$ cat config.mk
export PLATFORM = sky130hd
export DESIGN_NAME = tug_game_ctrl
export DESIGN_NICKNAME = d
export VERILOG_FILES = /design/src/rtl/tug_game_ctrl.sv
export SDC_FILE = /design/constraint.sdc
export NUM_CORES = 1
export LEC_CHECK = 0
export ABC_AREA = 1
export BUFFER_PORTS_ARGS = -buffer_cell sky130_fd_sc_hd__buf_2
export CELL_PAD_IN_SITES_DETAIL_PLACEMENT = 0
export CELL_PAD_IN_SITES_GLOBAL_PLACEMENT = 1
export CORE_UTILIZATION = 35
export DETAILED_ROUTE_END_ITERATION = 12
export PLACE_DENSITY = 0.66
export SYNTH_ARGS = -nofsm -noshare
export SYNTH_HDL_FRONTEND = slang
export SYNTH_SLANG_ARGS = --single-unit
$ cat constraint.sdc
create_clock -name clk -period 2.55 [get_ports clk]
set_clock_uncertainty 0.15 [all_clocks]
set_input_delay 0.255 -clock clk [delete_from_list [all_inputs] [get_ports clk]]
set_output_delay 0.255 -clock clk [all_outputs]
set_load 0.1 [all_outputs]
$ cat src/rtl/tug_game_ctrl.sv
// tug_game_ctrl -- game core of the tug-of-war design.
//
// Turns debounced player button presses into a rope position shown as a
// one-hot LED bar, detects a win at either end of the bar, and emits
// one-cycle pulses for the sound block (leds_on on win entry, clear on restart).
//
// Optional feature macro: SCORE_EN (adds score_l / score_r win counters).
//
// Ports:
//   clk       in   system clock
//   rst       in   asynchronous, active-high reset
//   btn_l     in   left player button (synchronised, debounced, level)
//   btn_r     in   right player button (synchronised, debounced, level)
//   clr_btn   in   restart button (synchronised, debounced, level)
//   leds      out  one-hot rope position, bit 0 = left end
//   leds_on   out  1-cycle pulse, first cycle spent in WIN
//   clear     out  1-cycle pulse after a restart press
//   winner    out  00 none, 01 left, 10 right
//   score_l   out  left win count, saturating at 15 (SCORE_EN only)
//   score_r   out  right win count, saturating at 15 (SCORE_EN only)
//   state_dbg out  FSM state for checkers: 0 = PLAY, 1 = WIN
//
// No valid/ready handshakes: all inputs are levels and every press is an
// edge detected against a 1-flop history, so a held level counts once.

module tug_game_ctrl #(
    parameter int NUM_LEDS = 7,
    parameter int PW       = 3
) (
    input  logic                clk,
    input  logic                rst,
    input  logic                btn_l,
    input  logic                btn_r,
    input  logic                clr_btn,
    output logic [NUM_LEDS-1:0] leds,
    output logic                leds_on,
    output logic                clear,
    output logic [1:0]          winner,
`ifdef SCORE_EN
    output logic [3:0]          score_l,
    output logic [3:0]          score_r,
`endif
    output logic                state_dbg
);

    localparam int                CTR      = NUM_LEDS / 2;
    localparam logic [PW-1:0]     CTR_POS  = PW'(CTR);
    localparam logic [PW-1:0]     LAST_POS = PW'(NUM_LEDS - 1);
    localparam logic [NUM_LEDS-1:0] ONE    = {{(NUM_LEDS-1){1'b0}}, 1'b1};
    localparam logic [NUM_LEDS-1:0] CTR_LEDS = ONE << CTR;

    typedef enum logic {
        PLAY = 1'b0,
        WIN  = 1'b1
    } state_t;

    state_t        state;
    logic [PW-1:0] pos;
    logic          btn_l_q, btn_r_q, clr_q;
    // Set on the edge that enters WIN; leds_on follows one cycle later.
    logic          win_entry;

    logic          l_press, r_press, c_press;
    logic [PW-1:0] pos_nxt;

    assign l_press   = btn_l & ~btn_l_q;
    assign r_press   = btn_r & ~btn_r_q;
    assign c_press   = clr_btn & ~clr_q;
    assign state_dbg = state;

    // Simultaneous presses cancel. pos can never underflow/overflow here
    // because reaching either end moves the FSM to WIN, which freezes pos.
    always_comb begin
        pos_nxt = pos;
        if (l_press && !r_press) begin
            pos_nxt = pos - PW'(1);
        end else if (r_press && !l_press) begin
            pos_nxt = pos + PW'(1);
        end
    end

    always_ff @(posedge clk or posedge rst) begin
        if (rst) begin
            state     <= PLAY;
            pos       <= CTR_POS;
            leds      <= CTR_LEDS;
            leds_on   <= 1'b0;
            clear     <= 1'b0;
            winner    <= 2'b00;
            win_entry <= 1'b0;
            btn_l_q   <= 1'b0;
            btn_r_q   <= 1'b0;
            clr_q     <= 1'b0;
`ifdef SCORE_EN
            score_l   <= 4'd0;
            score_r   <= 4'd0;
`endif
        end else begin
            // Edge flops track the buttons in every state, including WIN.
            btn_l_q   <= btn_l;
            btn_r_q   <= btn_r;
            clr_q     <= clr_btn;
            leds_on   <= 1'b0;
            clear     <= 1'b0;
            win_entry <= 1'b0;

            if (c_press) begin
                // Restart outranks any player press in the same cycle. A
                // pending leds_on is dropped so it never coincides with clear.
                state  <= PLAY;
                pos    <= CTR_POS;
                leds   <= CTR_LEDS;
                winner <= 2'b00;
                clear  <= 1'b1;
            end else begin
                case (state)
                    PLAY: begin
                        pos  <= pos_nxt;
                        leds <= ONE << pos_nxt;
                        if (pos_nxt == '0) begin
                            state     <= WIN;
                            winner    <= 2'b01;
                            win_entry <= 1'b1;
`ifdef SCORE_EN
                            if (score_l != 4'd15) score_l <= score_l + 4'd1;
`endif
                        end else if (pos_nxt == LAST_POS) begin
                            state     <= WIN;
                            winner    <= 2'b10;
                            win_entry <= 1'b1;
`ifdef SCORE_EN
                            if (score_r != 4'd15) score_r <= score_r + 4'd1;
`endif
                        end
                    end
                    WIN: begin
                        // Only the first cycle in WIN carries the pulse.
                        leds_on <= win_entry;
                    end
                    default: begin
                        state <= PLAY;
                    end
                endcase
            end
        end
    end

endmodule

# Word-level counts from Yosys, hierarchy flattened
# Cells that the tools add are included.
[totals]
ff_bits = 19
out_inout_bits = 12
wordCells = 47
[classes]
addsub = 2
n_eq_ne = 2
n_shift = 1
mux = 19
bitwise = 6
reduce_logical = 7
[ops]
columns = ["cell", "count"]
rows = [
  ["$mux W7", 2],
  ["$mux W3", 4],
  ["$mux W1", 9],
  ["$mux W2", 4],
  ["$shl A1 B3 Y7 const A", 1],
  ["$add A3 B1 Y3 const B", 1],
  ["$and A1 B1 Y1", 3],
  ["$eq A3 B3 Y1 const B", 1],
  ["$logic_not A3 Y1", 1],
  ["$not A1 Y1", 3],
  ["$reduce_bool A3 Y1", 1],
  ["$sub A3 B1 Y3 const B", 1],
  ["$logic_and A1 B1 Y1", 2],
  ["$logic_not A1 Y1", 2],
  ["$ne A2 B1 Y1 const B", 1],
  ["$reduce_and A2 Y1", 1],
]

# Logic depth before layout (Yosys ltp)
# Gate-level depths: netlist of run 1.
[depth]
depth_word = 11
depth_mapped = 12
depth_no_buf = 12

# Worst setup path before layout of run 1
# Ideal clock, no wire load.
[synth_timing]
kind = "reg-to-reg"
startpoint = "reg state, in the netlist state_dbg"
endpoint = "reg leds[4]"
setup_ns = 0.092
t_arrival_ns = 1.612
setup_slack_ns = 0.696
stages_incl_launch_ff = 5
path_buffers = 1
cell_sequence = "dfrtp_1 -> buf_4 -> nor2_1 -> nand2_1 -> o31ai_2"
[synth_between]
elab_chain_len = 1
[synth_rtl]
columns = ["element", "line_no", "rtl"]
rows = [
  ["start, declared", "57", "state_t state;"],
  ["start signal, assigned", "84", "state <= PLAY;"],
  ["start signal, assigned", "110", "state <= PLAY;"],
  ["start signal, assigned", "121", "state <= WIN;"],
  ["$ne A2 B1 Y1 (no line)", "--", ""],
  ["end signal, assigned", "119", "leds <= ONE << pos_nxt;"],
  ["end, declared", "35", "output logic [NUM_LEDS-1:0] leds,"],
]
# No other way between the ends.
# A chain may end at the register's enable or synchronous reset.

# Final worst setup path of run 1
[layout_timing]
startpoint = "reg pos[0]"
endpoint = "reg winner[1]"
[layout_between]
elab_chain_len = 7
elab_cells_between_ends = 11
cone_classes = "add/sub: 2; eq/ne: 1; mux: 5; reduce/logical: 3"
[layout_rtl]
columns = ["element", "line_no", "rtl"]
rows = [
  ["start, declared", "58", "logic [PW-1:0] pos;"],
  ["start signal, assigned", "118", "pos <= pos_nxt;"],
  ["$add A3 B1 Y3", "78", "pos_nxt = pos + PW'(1);"],
  ["$mux W3", "77", "end else if (r_press && !l_press) begin"],
  ["$mux W3 (*)", "75", "if (l_press && !r_press) begin"],
  ["$logic_not A3 Y1", "120", "if (pos_nxt == '0) begin"],
  ["$mux W2", "120", ""],
  ["$mux W2", "116", "case (state)"],
  ["$mux W2", "107", "if (c_press) begin"],
  ["end signal, assigned", "113", "winner <= 2'b00;"],
  ["end signal, assigned", "122", "winner <= 2'b01;"],
  ["end signal, assigned", "129", "winner <= 2'b10;"],
  ["end, declared", "38", "output logic [1:0] winner,"],
]
# Every way passes the cells marked *; elsewhere a longest branch is shown, timed or not. The select of a mux whose other input is x is not followed.

==> results.yml, run 1 <==
floorplanning:
  ios: 17
  core.rowCount: 18
  die-area_mm2: 0.00290
  die_w_um: 53.9
  initial_core_util_pct: 37.7
  fp.dieH_um: 53.9
  fp.coreArea_mm2: 0.00250
worst_setup_path:
  cp_slowest_cell: "dfstp_2"
  start_kind: "flop"
  path_max_fanout: 5
  startpoint: "pos[0]"
  cp_cell_sequence: "inv_1 > ha_1 > inv_1 > nand2_2 > nand2_2 > nand2_4 > nor2_4 > nand2_1 > nand3_1 > nand2_1 > nand2_1 > nand2_1"
  path_class: "reg -> reg"
  worstPathArrival_ps: 1960
  end_kind: "flop"
  critPathBufInv: 2
  critical_path_depth: 12
  crit_path_max_incr_delay_ps: 570
  critPathMostFrequentCell: "nand2_1"
  reg2regPathDepth: 12
  crit_family: "simple AND/OR/NAND/NOR gates"
  r2r-start: "pos[0]"
  required_ps: 2600
timing:
  max_freq_mhz: 523
  slew_headroom_pct: 52.0
  slew_violations: 0
  whs_ps: 329
  timing.final.crit_period_ps: 1910
  finalHoldViolCount: 0
  worstMarginPinSlew_ps: 720
  setup_violations: 0
  fin_crit_sh_pct: 75.0
  rsz0062_at_grt: "no"
  setup-tns-final_ps: 0
global_route:
  grt-ovfl-total: 0
  grt_pass1_vias: 695
  groute.usage.overall_pct: 15.0
  grt_antenna_before_repair: 0
  grt_pass1_wl_um: 3080
  grt_max_degree: 20
route:
  via_per_inst: 4.56
  wl_per_cell_um: 11.5
  drtIter0Drc: 5
  drt_wl_total_um: 1790
  num_vias: 712
  detail-route-antenna-nets: 0
  drc: 0
  firstDrtPassIters: 4
synthesis:
  yosysWarnings: 0
  yosysTopAreaCellShare_pct: 42.5
  netlist_area_um2: 942
  synth_cell_types: 21
  avgSynthCellArea_um2: 9.15
  synth.area.top_cells: "dfrtp_1, dfstp_2, nand2_1"
  ys_ff_latch: 19
  yosysTopAreaCell: "dfrtp_1"
  synthCells: 103
  ys_seq_area_share_pct: 50.9
  synthesis.nets: 110
finish:
  syn2layout_area_growth_pct: 18.9
  top_register: "leds"
  num_antenna_cells: 0
  reg_top3: "leds: 7 flops, pos: 3 flops, winner: 2 flops"
  mostFrequentLayoutCells: "nand2_1, dfrtp_1, buf_2"
  final_common_cell: "nand2_1"
  largest_reg_flops: 7
  num-nets-final: 134
  drive_above_1_share_pct: 38.1
run:
  cap_violations: 0
place:
  dpl.hpwl_um: 1310
  io_buffer_count: 16
  gp_congestion: 0.687
hold_path:
  min_path_cells: 1
  hp-class: "reg -> reg"
  hp-start: "clr_q"
power:
  p_per_area_mw_per_mm2: 1320
  ir_worst_vdd_uv: 793
  leakage_nw: 0.607
run_status:
  status: "complete, no violations"
clocking:
  clk_transition_reported_paths_ps: 120
  h-tree-depth: 1
  cts_resized: 0
  clockRootBuffer: "clkbuf_4"
  cts_buffers: 3
  cts.sinks: 19
  cts_tree: "done"
  insertion_delay_ps: 310
  clock_path_buffers: 2
==> logic make-up (layout without fill, tap and decap cells) <==
family | after synthesis | count (layout) | synth area share [%]
compound gates | 10 | 10 | 7.57
fa+ha+maj | 2 | 2 | 2.66
buf+inv | 16 | 39 | 6.77
flops | 19 | 19 | 50.9
simple gates | 56 | 56 | 32.1
==> worst paths after layout <==
| check | endpoint | slack, ps |
|---|---|---|
| setup / recovery | winner[1] | 640 |
| hold / removal | clear | 330 |
| setup reg to reg | winner[1] | 640 |
| hold reg to reg | clear | 330 |
| max in group asynchronous | leds[6] | 1350 |
| min in group asynchronous | btn_r_q | 430 |
==> through the flow <==
step / util (%) / power, mW / area, um^2 / instances / setup slack [ps]
2_1_floorplan: - / 1.20 / 942 / 103 / 696
3_3_place_gp: 42.1 / 1.32 / 1050 / 148 / 673
3_5_place_dp: 42.1 / 1.33 / 1050 / 148 / 643
4_1_cts: 44.8 / 1.50 / 1120 / 156 / 628
5_1_grt: 44.8 / 1.58 / 1120 / 156 / 480
6_report: 44.8 / 1.48 / 1120 / 156 / 638
==> layout make-up <==
class                   instances  area (um^2)
fillers                       250         1380
flip-flops and latches         19          479
multi-input cells              68          399
repair buffers                 20          120
inverters                      15         56.3
well taps                      30         37.5
clock buffers                   3         22.5
clock inverters                 1         5.00
==> Yosys cell counts (all sizes together) <==
cell type,instances
nor3,1
nand3,15
dfstp,3
o21ai,7
o31ai,1
nor2,7
nand2,33
dfrtp,16
inv,15
buf,1
o2111a,1
ha,2
a21oi,1
==> metal layers <==
metal	global-route usage, %	up-vias	routed length (um)
li1	-	374	-
met1	20.6	324	865
met2	22.8	14	833
met3	5.93	0	90
met5	0	-	0
met4	1.32	0	0
==> power breakdown <==
group          switching, mW  internal (mW)  total, mW
clock                  0.102         0.0586      0.161
sequential            0.0678          0.398      0.466
combinational          0.683          0.170      0.853
total                  0.853          0.627       1.48
==> timing repair <==
item / CTS / global route
buffers inserted: 0 / 0
hold buffers: 4 / 0
hold endpoints to repair: 19 / 0
Power figures use the tool's default switching activity.
==> run 2: changes to the inputs <==
==> constraint.sdc (replaced) <==
create_clock -name clk -period 1.9 [get_ports clk]
set_clock_uncertainty 0.15 [all_clocks]
set_input_delay 0.19 -clock clk [delete_from_list [all_inputs] [get_ports clk]]
set_output_delay 0.19 -clock clk [all_outputs]
set_load 0.1 [all_outputs]
==> run 2 against run 1 <==
Against the previous run:
- final area grew 8.6%
- sequential share of layout area is 3.4 points lower
- count of clock-buffer cells in the layout is the same
- combinational power increased by 50%
- die area did not move
- global-route usage down 0.51 points
- critical endpoint is now state_dbg
- largest cell class unchanged
- largest power group unchanged
==> results.yml, run 2 (synthesis gave the netlist of run 1 again) <==
run_status:
  status: "complete, no violations"
worst_setup_path:
  path_class: "reg -> reg"
  required_ps: 1950
  r2r_slack_ps: 100
  worstPathArrival_ps: 1850
  crit_end: "state_dbg"
  path_max_fanout: 5
  reg2reg_to: "state_dbg"
  start_kind: "flop"
  r2r-start: "pos[0]"
  reg2regPathDepth: 10
  startpoint: "pos[0]"
  end_kind: "flop"
floorplanning:
  initial_core_util_pct: 37.7
  ios: 17
  die-area_mm2: 0.00290
  core.rowCount: 18
  fp.dieH_um: 53.9
  die_w_um: 53.9
  fp.coreArea_mm2: 0.00250
global_route:
  grt_pass1_vias: 693
  groute.usage.overall_pct: 14.5
  grt_pass1_wl_um: 2900
  grt-ovfl-total: 0
  grt_antenna_before_repair: 0
  grt_max_degree: 20
timing:
  setup_violations: 0
  whs_ps: 315
  finalHoldViolCount: 0
  max_freq_mhz: 555
  rsz0062_at_grt: "no"
  setup-tns-final_ps: 0
  slew_violations: 0
  fin_crit_sh_pct: 94.9
  setup_slack_ps: 97.8
  worstMarginPinSlew_ps: 712
  timing.final.crit_period_ps: 1800
  slew_headroom_pct: 52.5
power:
  p_per_area_mw_per_mm2: 1730
  leakage_nw: 0.635
  ir_worst_vdd_uv: 1100
finish:
  reg_top3: "leds: 7 flops, pos: 3 flops, winner: 2 flops"
  num-nets-final: 139
  mostFrequentLayoutCells: "nand2_1, dfrtp_1, buf_2"
  n_fill_cell: 229
  stdcell_area_mm2: 0.00122
  top_register: "leds"
  largest_reg_flops: 7
  drive_above_1_share_pct: 45.8
  syn2layout_area_growth_pct: 29.1
  final_common_cell: "nand2_1"
  post-route-util_pct: 48.6
  num_antenna_cells: 0
clocking:
  clk_transition_reported_paths_ps: 110
  cts_tree: "done"
  insertion_delay_ps: 300
  clockRootBuffer: "clkbuf_4"
  h-tree-depth: 1
  clock_path_buffers: 2
  cts_buffers: 3
  cts.sinks: 19
route:
  wl_per_cell_um: 11.1
  drc: 0
  drt_wl_total_um: 1780
  firstDrtPassIters: 4
  detail-route-antenna-nets: 0
  via_per_inst: 4.65
  num_vias: 749
  drtIter0Drc: 5
place:
  gp_congestion: 0.682
  dpl.hpwl_um: 1300
  io_buffer_count: 16
  dpl_cell_area_mm2: 0.00107
  dpl_worst_slack_ps: 29.0
run:
  cap_violations: 0
hold_path:
  hp-class: "reg -> reg"
run 2: cell types whose count changed in the layout (fill, tap and decap cells not counted), moves of 2 or more:
cell | before | now
buf_4 | 0 | 4
ha_1 | 2 | 0
ha_4 | 0 | 2
nand3_1 | 14 | 10
nand3_2 | 1 | 5
run 2: per-stage QoR:
step | total power, mW | cells
detailed placement | 1.81 | 151
global placement | 1.80 | 151
floorplan | 1.61 | 103
global route | 2.26 | 161
CTS | 2.03 | 159
finish | 2.11 | 161
run 2: power breakdown:
group	total, mW	internal [mW]	switching [mW]
Clock	0.207	0.0785	0.128
Sequential	0.618	0.534	0.0843
Combinational	1.28	0.309	0.973
Total	2.11	0.921	1.19
run 2: per-layer routing:
metal,part of all wire (%),global-route usage (%),vias up,wire [um]
li1,-,-,390,-
met5,0,0,-,0
met3,5.1,5.93,2,90
met2,47,23.3,16,833
met1,47,18.2,341,841
met4,0.84,2.63,0,15
run 2: final cells by class:
class	instances	area (um^2)	share of cell area (%)
sequential	19	479	39.4
clock buffer	3	22.5	1.85
inverter	15	58.8	4.84
timing repair buffer	25	161	13.3
clock inverter	1	5.00	0.412
multi-input combinational	68	452	37.1
tap	30	37.5	3.09
run 2: how the worst min path moves through the flow:
stage | depth (start not counted) | end | start
floorplan | 1 | btn_l_q | rst
global placement | 1 | clr_q | clr_btn
detailed placement | 1 | clr_q | clr_btn
CTS | 1 | clear | clr_q
global route | 1 | clear | clr_q
finish | 1 | clear | clr_q
run 2: worst max-delay path: stages (launching register included):
cell and delay (ps):
dfstp_2 560, inv_2 60, ha_4 260, inv_1 40, nand2_2 60, nand2_2 60
nand2_4 110, nor2_4 40, buf_4 140, a21oi_4 180, o21ai_2 60
run 2: what timing repair did:
item / in CTS / in global routing
hold buffers: 4 / 0
hold endpoints to repair: 20 / 0
setup endpoints to repair: 0 / 4
gates resized for setup: 0 / 11
setup buffers: 0 / 2
